==> config.mk <==
export PLATFORM = sky130hd
export DESIGN_NAME = pipe_ctrl_regs_flat
export DESIGN_NICKNAME = d
export VERILOG_FILES = /design/src/rtl/pipe_ctrl_regs_if.sv /design/src/rtl/pipe_ctrl_regs.sv /design/src/flat_wrapper.sv
export SDC_FILE = /design/constraint.sdc
export NUM_CORES = 1
export LEC_CHECK = 0
export ABC_CLOCK_PERIOD_IN_PS = 14100
export CAP_MARGIN = 20
export CORE_ASPECT_RATIO = 0.6
export CORE_MARGIN = 1
export CORE_UTILIZATION = 45
export CTS_CLUSTER_DIAMETER = 80
export DETAILED_ROUTE_END_ITERATION = 8
export GPL_ROUTABILITY_DRIVEN = 0
export PLACE_DENSITY = 0.88
export SLEW_MARGIN = 20
export SYNTH_ARGS = -nofsm -noshare
export SYNTH_HDL_FRONTEND = slang
export SYNTH_SLANG_ARGS = --single-unit
==> constraint.sdc <==
create_clock -name clk -period 14.1 [get_ports clk]
set_input_delay 2.115 -clock clk [delete_from_list [all_inputs] [get_ports clk]]
set_output_delay 2.115 -clock clk [all_outputs]
set_load 0.05 [all_outputs]
==> src/rtl/pipe_ctrl_regs_if.sv <==
// pipe_ctrl_regs_if: bundle between the ID decoder / EX-MEM datapath and
// the pipeline control register block.
//   master: decoder/datapath side, drives ID fields, flush, ALU result and
//           memory read data; observes stage tags, write-back and stall.
//   slave : pipe_ctrl_regs side, the mirror image.
interface pipe_ctrl_regs_if #(
    parameter int DATA_W = 32,
    parameter int CNT_W  = 16
);
    // ID-stage inputs
    logic              id_valid;
    logic [4:0]        id_rs, id_rt, id_rd;
    logic              id_regwrite, id_memread, id_memtoreg;
    logic              flush;
    logic [DATA_W-1:0] ex_alu_result;
    logic [DATA_W-1:0] mem_read_data;

    // ID/EX
    logic [4:0]        Rs_id_ex, Rt_id_ex, Rd_id_ex;
    logic              RegWrite_id_ex, MemRead_id_ex, MemToReg_id_ex;
    // EX/MEM
    logic [4:0]        Rd_ex_mem;
    logic              RegWrite_ex_mem, MemRead_ex_mem, MemToReg_ex_mem;
    logic [DATA_W-1:0] alu_result_ex_mem;
    // MEM/WB
    logic [4:0]        Rd_mem_wb;
    logic              RegWrite_mem_wb, MemToReg_mem_wb;
    logic [DATA_W-1:0] wb_data;
    logic              wb_we;
    // hazard
    logic              stall;
    logic [CNT_W-1:0]  stall_cnt;

    modport master (
        output id_valid, id_rs, id_rt, id_rd, id_regwrite, id_memread, id_memtoreg,
               flush, ex_alu_result, mem_read_data,
        input  Rs_id_ex, Rt_id_ex, Rd_id_ex, RegWrite_id_ex, MemRead_id_ex, MemToReg_id_ex,
               Rd_ex_mem, RegWrite_ex_mem, MemRead_ex_mem, MemToReg_ex_mem, alu_result_ex_mem,
               Rd_mem_wb, RegWrite_mem_wb, MemToReg_mem_wb, wb_data, wb_we, stall, stall_cnt
    );

    modport slave (
        input  id_valid, id_rs, id_rt, id_rd, id_regwrite, id_memread, id_memtoreg,
               flush, ex_alu_result, mem_read_data,
        output Rs_id_ex, Rt_id_ex, Rd_id_ex, RegWrite_id_ex, MemRead_id_ex, MemToReg_id_ex,
               Rd_ex_mem, RegWrite_ex_mem, MemRead_ex_mem, MemToReg_ex_mem, alu_result_ex_mem,
               Rd_mem_wb, RegWrite_mem_wb, MemToReg_mem_wb, wb_data, wb_we, stall, stall_cnt
    );
endinterface

==> src/rtl/pipe_ctrl_regs.sv <==
// pipe_ctrl_regs: destination-tag / control pipeline registers for the
// ID/EX, EX/MEM and MEM/WB stages of the 5-stage MIPS core.
// Ports:
//   clk   - pipeline clock, rising edge
//   reset - asynchronous, active-high; every stage becomes a bubble
//   bus   - pipe_ctrl_regs_if.slave: ID fields in, stage tags, write-back
//           data/enable, load-use stall and saturating stall counter out
module pipe_ctrl_regs #(
    parameter int DATA_W = 32,
    parameter int CNT_W  = 16
) (
    input  logic            clk,
    input  logic            reset,
    pipe_ctrl_regs_if.slave bus
);
    typedef struct packed {
        logic [4:0] rs;
        logic [4:0] rt;
        logic [4:0] rd;
        logic       regWrite;
        logic       memRead;
        logic       memToReg;
    } idExT;

    idExT              idEx, idExNext;
    logic              loadUse;

    logic [4:0]        rdExMem;
    logic              regWriteExMem, memReadExMem, memToRegExMem;
    logic [DATA_W-1:0] aluResultExMem;

    logic [4:0]        rdMemWb;
    logic              regWriteMemWb, memToRegMemWb;
    logic [DATA_W-1:0] readDataMemWb, aluResultMemWb;

    logic [CNT_W-1:0]  stallCnt;

    // A load in EX whose target is read by the instruction in ID must wait
    // one cycle. $0 is never a real dependency.
    always_comb begin
        loadUse = bus.id_valid && idEx.memRead && (idEx.rt != 5'd0) &&
                  ((idEx.rt == bus.id_rs) || (idEx.rt == bus.id_rt));
    end

    // Stall, flush and an empty ID slot all collapse to the same bubble.
    always_comb begin
        idExNext = '0;
        if (bus.id_valid && !loadUse && !bus.flush) begin
            idExNext.rs       = bus.id_rs;
            idExNext.rt       = bus.id_rt;
            idExNext.rd       = bus.id_rd;
            idExNext.regWrite = bus.id_regwrite;
            idExNext.memRead  = bus.id_memread;
            idExNext.memToReg = bus.id_memtoreg;
        end
    end

    always_ff @(posedge clk or posedge reset) begin
        if (reset) begin
            idEx           <= '0;
            rdExMem        <= '0;
            regWriteExMem  <= 1'b0;
            memReadExMem   <= 1'b0;
            memToRegExMem  <= 1'b0;
            aluResultExMem <= '0;
            rdMemWb        <= '0;
            regWriteMemWb  <= 1'b0;
            memToRegMemWb  <= 1'b0;
            readDataMemWb  <= '0;
            aluResultMemWb <= '0;
            stallCnt       <= '0;
        end else begin
            idEx           <= idExNext;
            // EX/MEM and MEM/WB never hold: the bubble inserted above is
            // what protects the later stages during a stall.
            rdExMem        <= idEx.rd;
            regWriteExMem  <= idEx.regWrite;
            memReadExMem   <= idEx.memRead;
            memToRegExMem  <= idEx.memToReg;
            aluResultExMem <= bus.ex_alu_result;
            rdMemWb        <= rdExMem;
            regWriteMemWb  <= regWriteExMem;
            memToRegMemWb  <= memToRegExMem;
            readDataMemWb  <= bus.mem_read_data;
            aluResultMemWb <= aluResultExMem;
            if (loadUse && (stallCnt != {CNT_W{1'b1}}))
                stallCnt <= stallCnt + 1'b1;
        end
    end

    assign bus.Rs_id_ex          = idEx.rs;
    assign bus.Rt_id_ex          = idEx.rt;
    assign bus.Rd_id_ex          = idEx.rd;
    assign bus.RegWrite_id_ex    = idEx.regWrite;
    assign bus.MemRead_id_ex     = idEx.memRead;
    assign bus.MemToReg_id_ex    = idEx.memToReg;
    assign bus.Rd_ex_mem         = rdExMem;
    assign bus.RegWrite_ex_mem   = regWriteExMem;
    assign bus.MemRead_ex_mem    = memReadExMem;
    assign bus.MemToReg_ex_mem   = memToRegExMem;
    assign bus.alu_result_ex_mem = aluResultExMem;
    assign bus.Rd_mem_wb         = rdMemWb;
    assign bus.RegWrite_mem_wb   = regWriteMemWb;
    assign bus.MemToReg_mem_wb   = memToRegMemWb;
    assign bus.wb_data           = memToRegMemWb ? readDataMemWb : aluResultMemWb;
    // $0 is hardwired zero, so a write to it is dropped here.
    assign bus.wb_we             = regWriteMemWb && (rdMemWb != 5'd0);
    assign bus.stall             = loadUse;
    assign bus.stall_cnt         = stallCnt;
endmodule

==> src/flat_wrapper.sv <==
// flat-port wrapper written by rule: the top's interface ports become plain ports
module pipe_ctrl_regs_flat 
#(
    parameter int DATA_W = 32,
    parameter int CNT_W  = 16
)
  (clk, reset, bus_id_valid, bus_id_rs, bus_id_rt, bus_id_rd, bus_id_regwrite, bus_id_memread, bus_id_memtoreg, bus_flush, bus_ex_alu_result, bus_mem_read_data, bus_Rs_id_ex, bus_Rt_id_ex, bus_Rd_id_ex, bus_RegWrite_id_ex, bus_MemRead_id_ex, bus_MemToReg_id_ex, bus_Rd_ex_mem, bus_RegWrite_ex_mem, bus_MemRead_ex_mem, bus_MemToReg_ex_mem, bus_alu_result_ex_mem, bus_Rd_mem_wb, bus_RegWrite_mem_wb, bus_MemToReg_mem_wb, bus_wb_data, bus_wb_we, bus_stall, bus_stall_cnt);
  pipe_ctrl_regs_if #(.DATA_W(DATA_W), .CNT_W(CNT_W)) bus_i ();
  input  logic clk;
  input  logic reset;
  input wire logic [$bits(bus_i.id_valid)-1:0] bus_id_valid;
  input wire logic [$bits(bus_i.id_rs)-1:0] bus_id_rs;
  input wire logic [$bits(bus_i.id_rt)-1:0] bus_id_rt;
  input wire logic [$bits(bus_i.id_rd)-1:0] bus_id_rd;
  input wire logic [$bits(bus_i.id_regwrite)-1:0] bus_id_regwrite;
  input wire logic [$bits(bus_i.id_memread)-1:0] bus_id_memread;
  input wire logic [$bits(bus_i.id_memtoreg)-1:0] bus_id_memtoreg;
  input wire logic [$bits(bus_i.flush)-1:0] bus_flush;
  input wire logic [$bits(bus_i.ex_alu_result)-1:0] bus_ex_alu_result;
  input wire logic [$bits(bus_i.mem_read_data)-1:0] bus_mem_read_data;
  output wire logic [$bits(bus_i.Rs_id_ex)-1:0] bus_Rs_id_ex;
  output wire logic [$bits(bus_i.Rt_id_ex)-1:0] bus_Rt_id_ex;
  output wire logic [$bits(bus_i.Rd_id_ex)-1:0] bus_Rd_id_ex;
  output wire logic [$bits(bus_i.RegWrite_id_ex)-1:0] bus_RegWrite_id_ex;
  output wire logic [$bits(bus_i.MemRead_id_ex)-1:0] bus_MemRead_id_ex;
  output wire logic [$bits(bus_i.MemToReg_id_ex)-1:0] bus_MemToReg_id_ex;
  output wire logic [$bits(bus_i.Rd_ex_mem)-1:0] bus_Rd_ex_mem;
  output wire logic [$bits(bus_i.RegWrite_ex_mem)-1:0] bus_RegWrite_ex_mem;
  output wire logic [$bits(bus_i.MemRead_ex_mem)-1:0] bus_MemRead_ex_mem;
  output wire logic [$bits(bus_i.MemToReg_ex_mem)-1:0] bus_MemToReg_ex_mem;
  output wire logic [$bits(bus_i.alu_result_ex_mem)-1:0] bus_alu_result_ex_mem;
  output wire logic [$bits(bus_i.Rd_mem_wb)-1:0] bus_Rd_mem_wb;
  output wire logic [$bits(bus_i.RegWrite_mem_wb)-1:0] bus_RegWrite_mem_wb;
  output wire logic [$bits(bus_i.MemToReg_mem_wb)-1:0] bus_MemToReg_mem_wb;
  output wire logic [$bits(bus_i.wb_data)-1:0] bus_wb_data;
  output wire logic [$bits(bus_i.wb_we)-1:0] bus_wb_we;
  output wire logic [$bits(bus_i.stall)-1:0] bus_stall;
  output wire logic [$bits(bus_i.stall_cnt)-1:0] bus_stall_cnt;
  assign bus_i.id_valid = bus_id_valid;
  assign bus_i.id_rs = bus_id_rs;
  assign bus_i.id_rt = bus_id_rt;
  assign bus_i.id_rd = bus_id_rd;
  assign bus_i.id_regwrite = bus_id_regwrite;
  assign bus_i.id_memread = bus_id_memread;
  assign bus_i.id_memtoreg = bus_id_memtoreg;
  assign bus_i.flush = bus_flush;
  assign bus_i.ex_alu_result = bus_ex_alu_result;
  assign bus_i.mem_read_data = bus_mem_read_data;
  assign bus_Rs_id_ex = bus_i.Rs_id_ex;
  assign bus_Rt_id_ex = bus_i.Rt_id_ex;
  assign bus_Rd_id_ex = bus_i.Rd_id_ex;
  assign bus_RegWrite_id_ex = bus_i.RegWrite_id_ex;
  assign bus_MemRead_id_ex = bus_i.MemRead_id_ex;
  assign bus_MemToReg_id_ex = bus_i.MemToReg_id_ex;
  assign bus_Rd_ex_mem = bus_i.Rd_ex_mem;
  assign bus_RegWrite_ex_mem = bus_i.RegWrite_ex_mem;
  assign bus_MemRead_ex_mem = bus_i.MemRead_ex_mem;
  assign bus_MemToReg_ex_mem = bus_i.MemToReg_ex_mem;
  assign bus_alu_result_ex_mem = bus_i.alu_result_ex_mem;
  assign bus_Rd_mem_wb = bus_i.Rd_mem_wb;
  assign bus_RegWrite_mem_wb = bus_i.RegWrite_mem_wb;
  assign bus_MemToReg_mem_wb = bus_i.MemToReg_mem_wb;
  assign bus_wb_data = bus_i.wb_data;
  assign bus_wb_we = bus_i.wb_we;
  assign bus_stall = bus_i.stall;
  assign bus_stall_cnt = bus_i.stall_cnt;
  pipe_ctrl_regs #(.DATA_W(DATA_W), .CNT_W(CNT_W)) u_core (.clk(clk), .reset(reset), .bus(bus_i));
endmodule
==> flow_metrics.env <==
export IMPL_synthToLayoutAreaGrowth_pct=58.21
export IMPL_r2r_slack_ns=12.04
export IMPL_h_tree_depth=4
export IMPL_end_kind="output port"
export IMPL_tns_ns=0
export IMPL_io_pin_count=201
export IMPL_cts_resized=0
export IMPL_fp_dieH_um=81.67
export IMPL_antenna_found_initial=0
export IMPL_synth_area_per_cell_um2=16.65
export IMPL_report_final_hold_viol_count=0
export IMPL_cp_start_kind="input port"
export IMPL_r2r_cells=5
export IMPL_insertion_delay_ns=0.41
export IMPL_antenna_left=0
export IMPL_async_flop_share_pct=100.0
export IMPL_synth_edf_count=0
export IMPL_dieArea_um2=11010
export IMPL_critPathKind="in2out"
export IMPL_routed_via_count=3085
export IMPL_vdd_drop_max_v=0.0001101
export IMPL_cp_arrival_ns=4.25
export IMPL_grt_first_pass_wirelength_mm=17.79
export IMPL_outcome="finished clean"
export IMPL_root_buffer="clkbuf_16"
export IMPL_clk_pin_slew_ns=0.07
export IMPL_drive_gt1_share_pct=18.29
export IMPL_cts_setup_buffers=0
export IMPL_skew_ns=0.008364
export IMPL_critical_path_endpoint="bus_stall"
export IMPL_layout_commonest_cell="clkdlybuf4s50_1"
export IMPL_layout_common_cells="200 x clkdlybuf4s50_1, 145 x dfrtp_1, 34 x mux2_2"
export IMPL_ys_top_cells_by_area="dfrtp_1 76%, mux2_2 8.0%, xnor2_1 3.7%"
export IMPL_syn_area_um2=4761
export IMPL_setup_slack_ns=7.738
export IMPL_relSlewSlack_pct=45.49
export IMPL_cp_required_ns=11.98
export IMPL_timing_rr_end="u_core.bus.Rs_id_ex[1]$_DFF_PP0_"
export IMPL_cts_sinks=145
export IMPL_finalNetCount=588
export IMPL_pwr_share_comb_pct=13.4
export IMPL_synth_seq_cells=145
export IMPL_hp_class="reg2reg"
export IMPL_drt_total_wl_mm=11.38
export IMPL_route_detailed_drc=0
export IMPL_holdBufCountCts=0
export IMPL_fp_dieW_um=134.8
export IMPL_synth_main_ff_cell="dfrtp_1"
export IMPL_fmax_mhz=157.2
export IMPL_pwr_share_clk_pct=43.8
export IMPL_rsz0062_at_grt="false"
export IMPL_drtIter0Drc=122
export IMPL_synth_nets=373
export IMPL_start_util_pct=47.35
export IMPL_fin_crit_sh_pct=45.12
export IMPL_tightest_slew_ns=0.8176
export IMPL_maxCapViolCount=0
export IMPL_r2r_start="u_core.bus.Rt_id_ex[0]$_DFF_PP0_"
export IMPL_synth_top_area_share_pct=76.22
export IMPL_crit_start="bus_id_rs[1]"
export IMPL_vias_per_cell=4.753
export IMPL_synth_cell_types=31
export IMPL_p_seq_share_pct=42.8
export IMPL_cts_inserted_buffers=17
export IMPL_synth_top_area_cell="dfrtp_1"
export IMPL_first_pass_iters=6
export IMPL_yosysWarnings=0
export IMPL_fillers=623
export IMPL_yosysSeqAreaShare_pct=76.22
export IMPL_p_leak_nw=3.217
export IMPL_fin_crit_ns=6.362
export IMPL_core_um2=10050
export IMPL_port_buffers=200
export IMPL_gr_usage_all_layers_pct=22.30
export IMPL_diodes=0
export IMPL_post_dp_hpwl_mm=8.184
export IMPL_cts_tree="yes"
export IMPL_path_max_fanout=17
export IMPL_netSwitchingFraction_pct=26.33
export IMPL_place_ws_ns=7.750
export IMPL_setup_viol=0
export IMPL_grt_pass1_vias=3201
export IMPL_holdWs_ns=0.3685
export IMPL_fp_row_count=28
export IMPL_ctsLongestPathBuffers=2
export IMPL_grt_overflow=0
export IMPL_p_sw_uw=272.4
export IMPL_routedWlPerCell_um=17.53
export IMPL_power_density_nw_per_um2=137.3
export IMPL_drv_slew=0
export IMPL_grt_max_degree=97
export IMPL_syn_inst=286
export IMPL_p_int_uw=762.1
[through the flow]
stage	instances	cell area [um^2]	power [mW]	utilization, %
3_3_place_gp	617	6924	0.5858	68.87
6_report	649	7532	1.035	74.91
4_1_cts	649	7532	1.045	74.91
5_1_grt	649	7532	1.072	74.91
3_5_place_dp	617	6924	0.5895	68.87
2_1_floorplan	286	4761	0.5262	-
[per-layer routing]
metal / vias to the layer above / share of wire, % / GRT usage [%]
met3: 16 / 9.2 / 8.519
met2: 130 / 49 / 37.27
li1: 1410 / - / -
met4: 0 / 1.4 / 8.427
met5: - / 0 / 0
met1: 1529 / 40 / 26.64
[worst min path at each step]
stage / startpoint / slack [ns] / endpoint / cells past startpoint
after floorplan: u_core.bus.alu_result_ex_mem[0]$_DFF_PP0_ / 0.67 / u_core.aluResultMemWb[0]$_DFF_PP0_ / 0
after global placement: u_core.bus.alu_result_ex_mem[30]$_DFF_PP0_ / 0.36 / u_core.aluResultMemWb[30]$_DFF_PP0_ / 0
after detailed placement: u_core.bus.alu_result_ex_mem[13]$_DFF_PP0_ / 0.36 / u_core.aluResultMemWb[13]$_DFF_PP0_ / 0
after CTS: u_core.bus.alu_result_ex_mem[13]$_DFF_PP0_ / 0.37 / u_core.aluResultMemWb[13]$_DFF_PP0_ / 0
after global routing: u_core.bus.RegWrite_id_ex$_DFF_PP0_ / 0.38 / u_core.bus.RegWrite_ex_mem$_DFF_PP0_ / 0
final: u_core.bus.alu_result_ex_mem[10]$_DFF_PP0_ / 0.37 / u_core.aluResultMemWb[10]$_DFF_PP0_ / 0
[state kept, by name (all words and copies together), names as in the netlist, 5 cells and up]
signal / flops
u_core.bus.Rd_mem_wb: 5
u_core.bus.Rd_id_ex: 5
u_core.readDataMemWb: 32
u_core.bus.Rt_id_ex: 5
u_core.bus.Rd_ex_mem: 5
u_core.bus.stall_cnt: 16
u_core.bus.Rs_id_ex: 5
u_core.bus.alu_result_ex_mem: 32
u_core.aluResultMemWb: 32
[cells in the mapped netlist (all sizes together) (2+ instances only)]
library cell,number
xor2,3
nand2,7
nor2,5
nor4,2
dfrtp,145
mux2,34
nor3b,2
buf,5
clkbuf,2
nand3,13
or4,3
inv,5
and2,19
xnor2,20
nor4b,2
nand4,6
and3,4
[power by group through the flow]
stage	Sequential (mW)	Combinational, mW	Clock [mW]
4_1_cts	0.443	0.140	0.462
6_report	0.443	0.139	0.453
5_1_grt	0.444	0.145	0.482
2_1_floorplan	0.479	0.0470	0
3_3_place_gp	0.449	0.137	0
3_5_place_dp	0.450	0.139	0
[critical path, stage by stage]
cell             delay [ns]
clkdlybuf4s50_1        0.50
xnor2_1                0.14
nand3_1                0.11
o22ai_1                0.18
buf_4                  0.24
and2_2                 0.17
clkdlybuf4s50_1        0.79
[kinds of logic after synthesis]
kind of cell | after synthesis | share of synthesized area [%]
XOR/XNOR | 23 | 4.231
AO/OA/AOI/OAI | 4 | 1.078
adder cells (fa/ha/maj) | 1 | 0.2628
multiplexers | 35 | 8.252
flip-flops | 145 | 76.22
buffers and inverters | 12 | 1.130
AND/OR/NAND/NOR | 66 | 8.830
[area by class of cell]
class	instances	area (um^2)	area share, %
multi-input combinational	129	1079	14.32
tap	135	168.9	2.243
timing repair buffer	203	2024	26.88
clock buffer	18	439.2	5.831
clock inverter	14	168.9	2.243
sequential	145	3628	48.17
inverter	5	23.77	0.3156
(Power assumes the default switching activity.)
==> edit 1 (config.mk and constraints unchanged) <==
`CNT_W` is set to 16 in 3 places; all go to 18.
--- a/src/rtl/pipe_ctrl_regs_if.sv
+++ b/src/rtl/pipe_ctrl_regs_if.sv
@@ -5,7 +5,7 @@
 //   slave : pipe_ctrl_regs side, the mirror image.
 interface pipe_ctrl_regs_if #(
     parameter int DATA_W = 32,
-    parameter int CNT_W  = 16
+    parameter int CNT_W  = 18
 );
     // ID-stage inputs
     logic              id_valid;
--- a/src/rtl/pipe_ctrl_regs.sv
+++ b/src/rtl/pipe_ctrl_regs.sv
@@ -7,7 +7,7 @@
 //           data/enable, load-use stall and saturating stall counter out
 module pipe_ctrl_regs #(
     parameter int DATA_W = 32,
-    parameter int CNT_W  = 16
+    parameter int CNT_W  = 18
 ) (
     input  logic            clk,
     input  logic            reset,
--- a/src/flat_wrapper.sv
+++ b/src/flat_wrapper.sv
@@ -2,7 +2,7 @@
 module pipe_ctrl_regs_flat 
 #(
     parameter int DATA_W = 32,
-    parameter int CNT_W  = 16
+    parameter int CNT_W  = 18
 )
   (clk, reset, bus_id_valid, bus_id_rs, bus_id_rt, bus_id_rd, bus_id_regwrite, bus_id_memread, bus_id_memtoreg, bus_flush, bus_ex_alu_result, bus_mem_read_data, bus_Rs_id_ex, bus_Rt_id_ex, bus_Rd_id_ex, bus_RegWrite_id_ex, bus_MemRead_id_ex, bus_MemToReg_id_ex, bus_Rd_ex_mem, bus_RegWrite_ex_mem, bus_MemRead_ex_mem, bus_MemToReg_ex_mem, bus_alu_result_ex_mem, bus_Rd_mem_wb, bus_RegWrite_mem_wb, bus_MemToReg_mem_wb, bus_wb_data, bus_wb_we, bus_stall, bus_stall_cnt);
   pipe_ctrl_regs_if #(.DATA_W(DATA_W), .CNT_W(CNT_W)) bus_i ();
Ports: changed (resized bus_stall_cnt); port bits go from 201 to 203. No check against the original RTL was run, so the function may have changed too.
==> edit 1 against the original RTL <==
Clock skew is 0.0022 ns higher. Core utilization down 0.12 points. Total power fell by 1.2%. Sequential cell count grew 2. Area after synthesis increased by 1.6%. Largest power group is now registers. Wire length increased by 4.3%. Final area rose by 0.88%. Setup slack got worse by 0.25 ns.
==> edit 1: results (changes against the original RTL) <==
| Metric | Value |
|---|---|
| Status | `completed` |
| Slew @ Worst Pin | `0.983 ns (+0.166 ns)` |
| Placed cell area | `7020 µm² (+1.3%)` |
| Crit path arrival time | `4.50 ns (+0.25 ns)` |
| Synth top area cells | `dfrtp_1, mux2_2, xor2_1` |
| Placed cell count | `623 (+0.97%)` |
| Post-synth cell types | `30 (-3.2%)` |
| Clk tree area frac | `0.0761 (-0.00466)` |
| Worst slack at placement | `7.50 ns (-0.246 ns)` |
| Drt total wl | `11.9 mm (+4.3%)` |
| Final Skew | `0.0105 ns (+0.00217 ns)` |
| FF/Latch Area | `3680 µm² (+1.4%)` |
| Net Count, Synth | `378 (+1.3%)` |
| Detailed Place HPWL | `8.29 mm (+1.3%)` |
| #MultiIn Comb | `135 (+4.7%)` |
| Drt first pass iters | `5 (-1)` |
| Clock buffer count | `21 (+3)` |
| Slowest CP cell | `a22oi_2` |
| R2R setup slack | `11.91 ns (-0.13 ns)` |
| First-pass GRT wire length | `18.0 mm (+1.2%)` |
| Fillcell total | `620 (-0.48%)` |
| WL met2 | `5.82 mm (+4.4%)` |
| Peak supply drop | `0.0908 mV (-18%)` |
| Inverters | `2 (-3)` |
| 1st-iter DRT viols | `86 (-30%)` |
| M1 WL | `4.72 mm (+2.9%)` |
| Layout area overhead | `57.2%` |
| Share of cells above drive strength 1 | `0.142 (-0.0406)` |
| Register area share after synthesis | `0.761 (-0.00129)` |
| Static leakage | `0.00332 µW (+3.2%)` |
| Final worst path period share | `0.469 (+0.0180)` |
| Post-synth top cells | `dfrtp_1, mux2_2, xor2_1` |
| Signal buffers | `204 (+0.49%)` |
edit 1: cell count changes after synthesis, moves of 7 or more:
| cell | change |
|---|---|
| xor2_1 | +22 |
| and2_2 | -17 |
| xnor2_1 | -20 |
| nor4_1 | +9 |
| nand3_1 | -7 |
| and2_1 | +17 |
edit 1: power breakdown:
part	total (µW)	switching, µW	internal, µW
registers	449	8.88	440
clock network	435	169	266
logic	138	82.5	55.3
total	1020	260	762
edit 1: kinds of logic (layout without fill, tap and decap cells):
group | after synthesis | count (layout) | share of synthesized area
flip-flops | 147 | 147 | 0.761
buffers and inverters | 9 | 238 | 0.00751
AND/OR/NAND/NOR | 69 | 69 | 0.0854
adder cells (fa/ha/maj) | 1 | 1 | 0.00259
AO/OA/AOI/OAI | 5 | 5 | 0.0160
XOR/XNOR | 25 | 25 | 0.0453
multiplexers | 35 | 35 | 0.0823
edit 1: worst max-delay path: cells and delay by family:
| family | cells | cell delay, ns |
|---|---|---|
| xor gates and xnor gates | 1 | 0.16 |
| and+or+nand+nor | 2 | 0.18 |
| buffers and inverters | 2 | 1.23 |
| AOI/OAI and AO/OA | 1 | 0.80 |
edit 1: path summary, 6_finish.rpt:
check	startpoint	endpoint	cells past startpoint
worst max register to register	u_core.bus.Rt_id_ex[1]	u_core.bus.Rs_id_ex[1]	5
worst max-delay path	bus_id_rs[1]	bus_stall	6
min in group asynchronous	reset	u_core.readDataMemWb[14]	2
worst min-delay path	u_core.bus.MemToReg_id_ex	u_core.bus.MemToReg_ex_mem	0
max in group asynchronous	reset	u_core.bus.Rt_id_ex[1]	3
worst min register to register	u_core.bus.MemToReg_id_ex	u_core.bus.MemToReg_ex_mem	0
==> edit 2 (same flow settings) <==
Without the edit above. Take the reset off `readDataMemWb` and load it in a clocked block of its own.
--- a/src/rtl/pipe_ctrl_regs.sv
+++ b/src/rtl/pipe_ctrl_regs.sv
@@ -66,7 +66,6 @@
             rdMemWb        <= '0;
             regWriteMemWb  <= 1'b0;
             memToRegMemWb  <= 1'b0;
-            readDataMemWb  <= '0;
             aluResultMemWb <= '0;
             stallCnt       <= '0;
         end else begin
@@ -81,11 +80,14 @@
             rdMemWb        <= rdExMem;
             regWriteMemWb  <= regWriteExMem;
             memToRegMemWb  <= memToRegExMem;
-            readDataMemWb  <= bus.mem_read_data;
             aluResultMemWb <= aluResultExMem;
             if (loadUse && (stallCnt != {CNT_W{1'b1}}))
                 stallCnt <= stallCnt + 1'b1;
         end
+    end
+
+    always_ff @(posedge clk) begin
+        readDataMemWb <= bus.mem_read_data;
     end
 
     assign bus.Rs_id_ex          = idEx.rs;
Check against the original RTL: same outputs for any inputs over 10 cycles, from zero or initial values and one cycle with reset high; that may be too few to reach the edited logic, so the function may still have changed.
==> edit 2 against the original RTL <==
Total power barely moved. Worst hold slack improved by 0.0037 ns. Setup slack got worse by 0.017 ns. Sequential cell count did not move. Fmax fell by 0.27%. Synthesized cell count did not move. Area after synthesis fell by 3.4%. First-iteration DRC count rose by 6.6%. Sequential power barely moved. Final area fell by 2.1%. Wire length fell by 0.93%. Critical path type unchanged.
==> edit 2: results (changes against the original RTL) <==
| Metric | Value |
|---|---|
| Multi-input gate share of total cell area | `0.146 (+0.00309)` |
| Clock buffer count | `20 (+2)` |
| Crit. Startpoint | `bus_id_rs[4]` |
| Synth top area cells | `dfrtp_1, dfxtp_1, mux2_2` |
| Final Util | `0.746 (-0.00280)` |
| Wire per inst | `17.4 µm (-0.93%)` |
| First-pass GRT wire length | `17.5 mm (-1.4%)` |
| Post-synth cell types | `32 (+3.2%)` |
| Min Tclk post-route | `6.38 ns (+0.0174 ns)` |
| Drt first pass iters | `4 (-2)` |
| Met3 routed WL | `923 µm (-12%)` |
| Vias in the first global route | `3196 (-0.16%)` |
| Static leakage | `0.00312 µW (-3.0%)` |
| Via Count | `3059 (-0.84%)` |
| RR Endpoint | `u_core.bus.stall_cnt[1]` |
| Post-synth top cells | `dfrtp_1, mux2_2, dfxtp_1` |
| FF/Latch Area | `3470 µm² (-4.4%)` |
| Crit path arrival time | `4.26 ns (about the same)` |
| M1 WL | `4.73 mm (+3.3%)` |
| Detailed Place HPWL | `7.86 mm (-3.9%)` |
| Worst hold start | `u_core.bus.alu_result_ex_mem[30]` |
| Final Skew | `0.0114 ns (+0.00307 ns)` |
| Non-clock buffering overhead | `0.275 (+0.00579)` |
| Status | `completed` |
| Largest net degree at the start of global routing | `58 (-40%)` |
| Register area share after synthesis | `0.754 (-0.00828)` |
| M2 GR Usage | `0.381 (+0.00837)` |
edit 2: changes by cell type after synthesis:
cell	unedited run	this run
dfrtp_1	145	113
dfxtp_1	0	32
edit 2: how the worst min path moves through the flow:
stage	endpoint	cells past startpoint
2_1_floorplan	u_core.aluResultMemWb[0]	0
3_3_place_gp	u_core.aluResultMemWb[24]	0
4_1_cts	u_core.aluResultMemWb[13]	0
3_5_place_dp	u_core.bus.Rd_mem_wb[3]	0
5_1_grt	u_core.aluResultMemWb[13]	0
6_report	u_core.aluResultMemWb[30]	0
edit 2: cells by family after synthesis:
logic type	synth area share
flip-flops	0.754
XOR/XNOR	0.0438
AO/OA/AOI/OAI	0.0112
adder cells (fa/ha/maj)	0.00272
AND/OR/NAND/NOR	0.0914
buffers and inverters	0.0117
multiplexers	0.0854
edit 2: report_power, final:
part	total (µW)	switching, µW	internal [µW]
combinational	137	80.7	56.4
clock	455	175	280
sequential	442	8.57	433
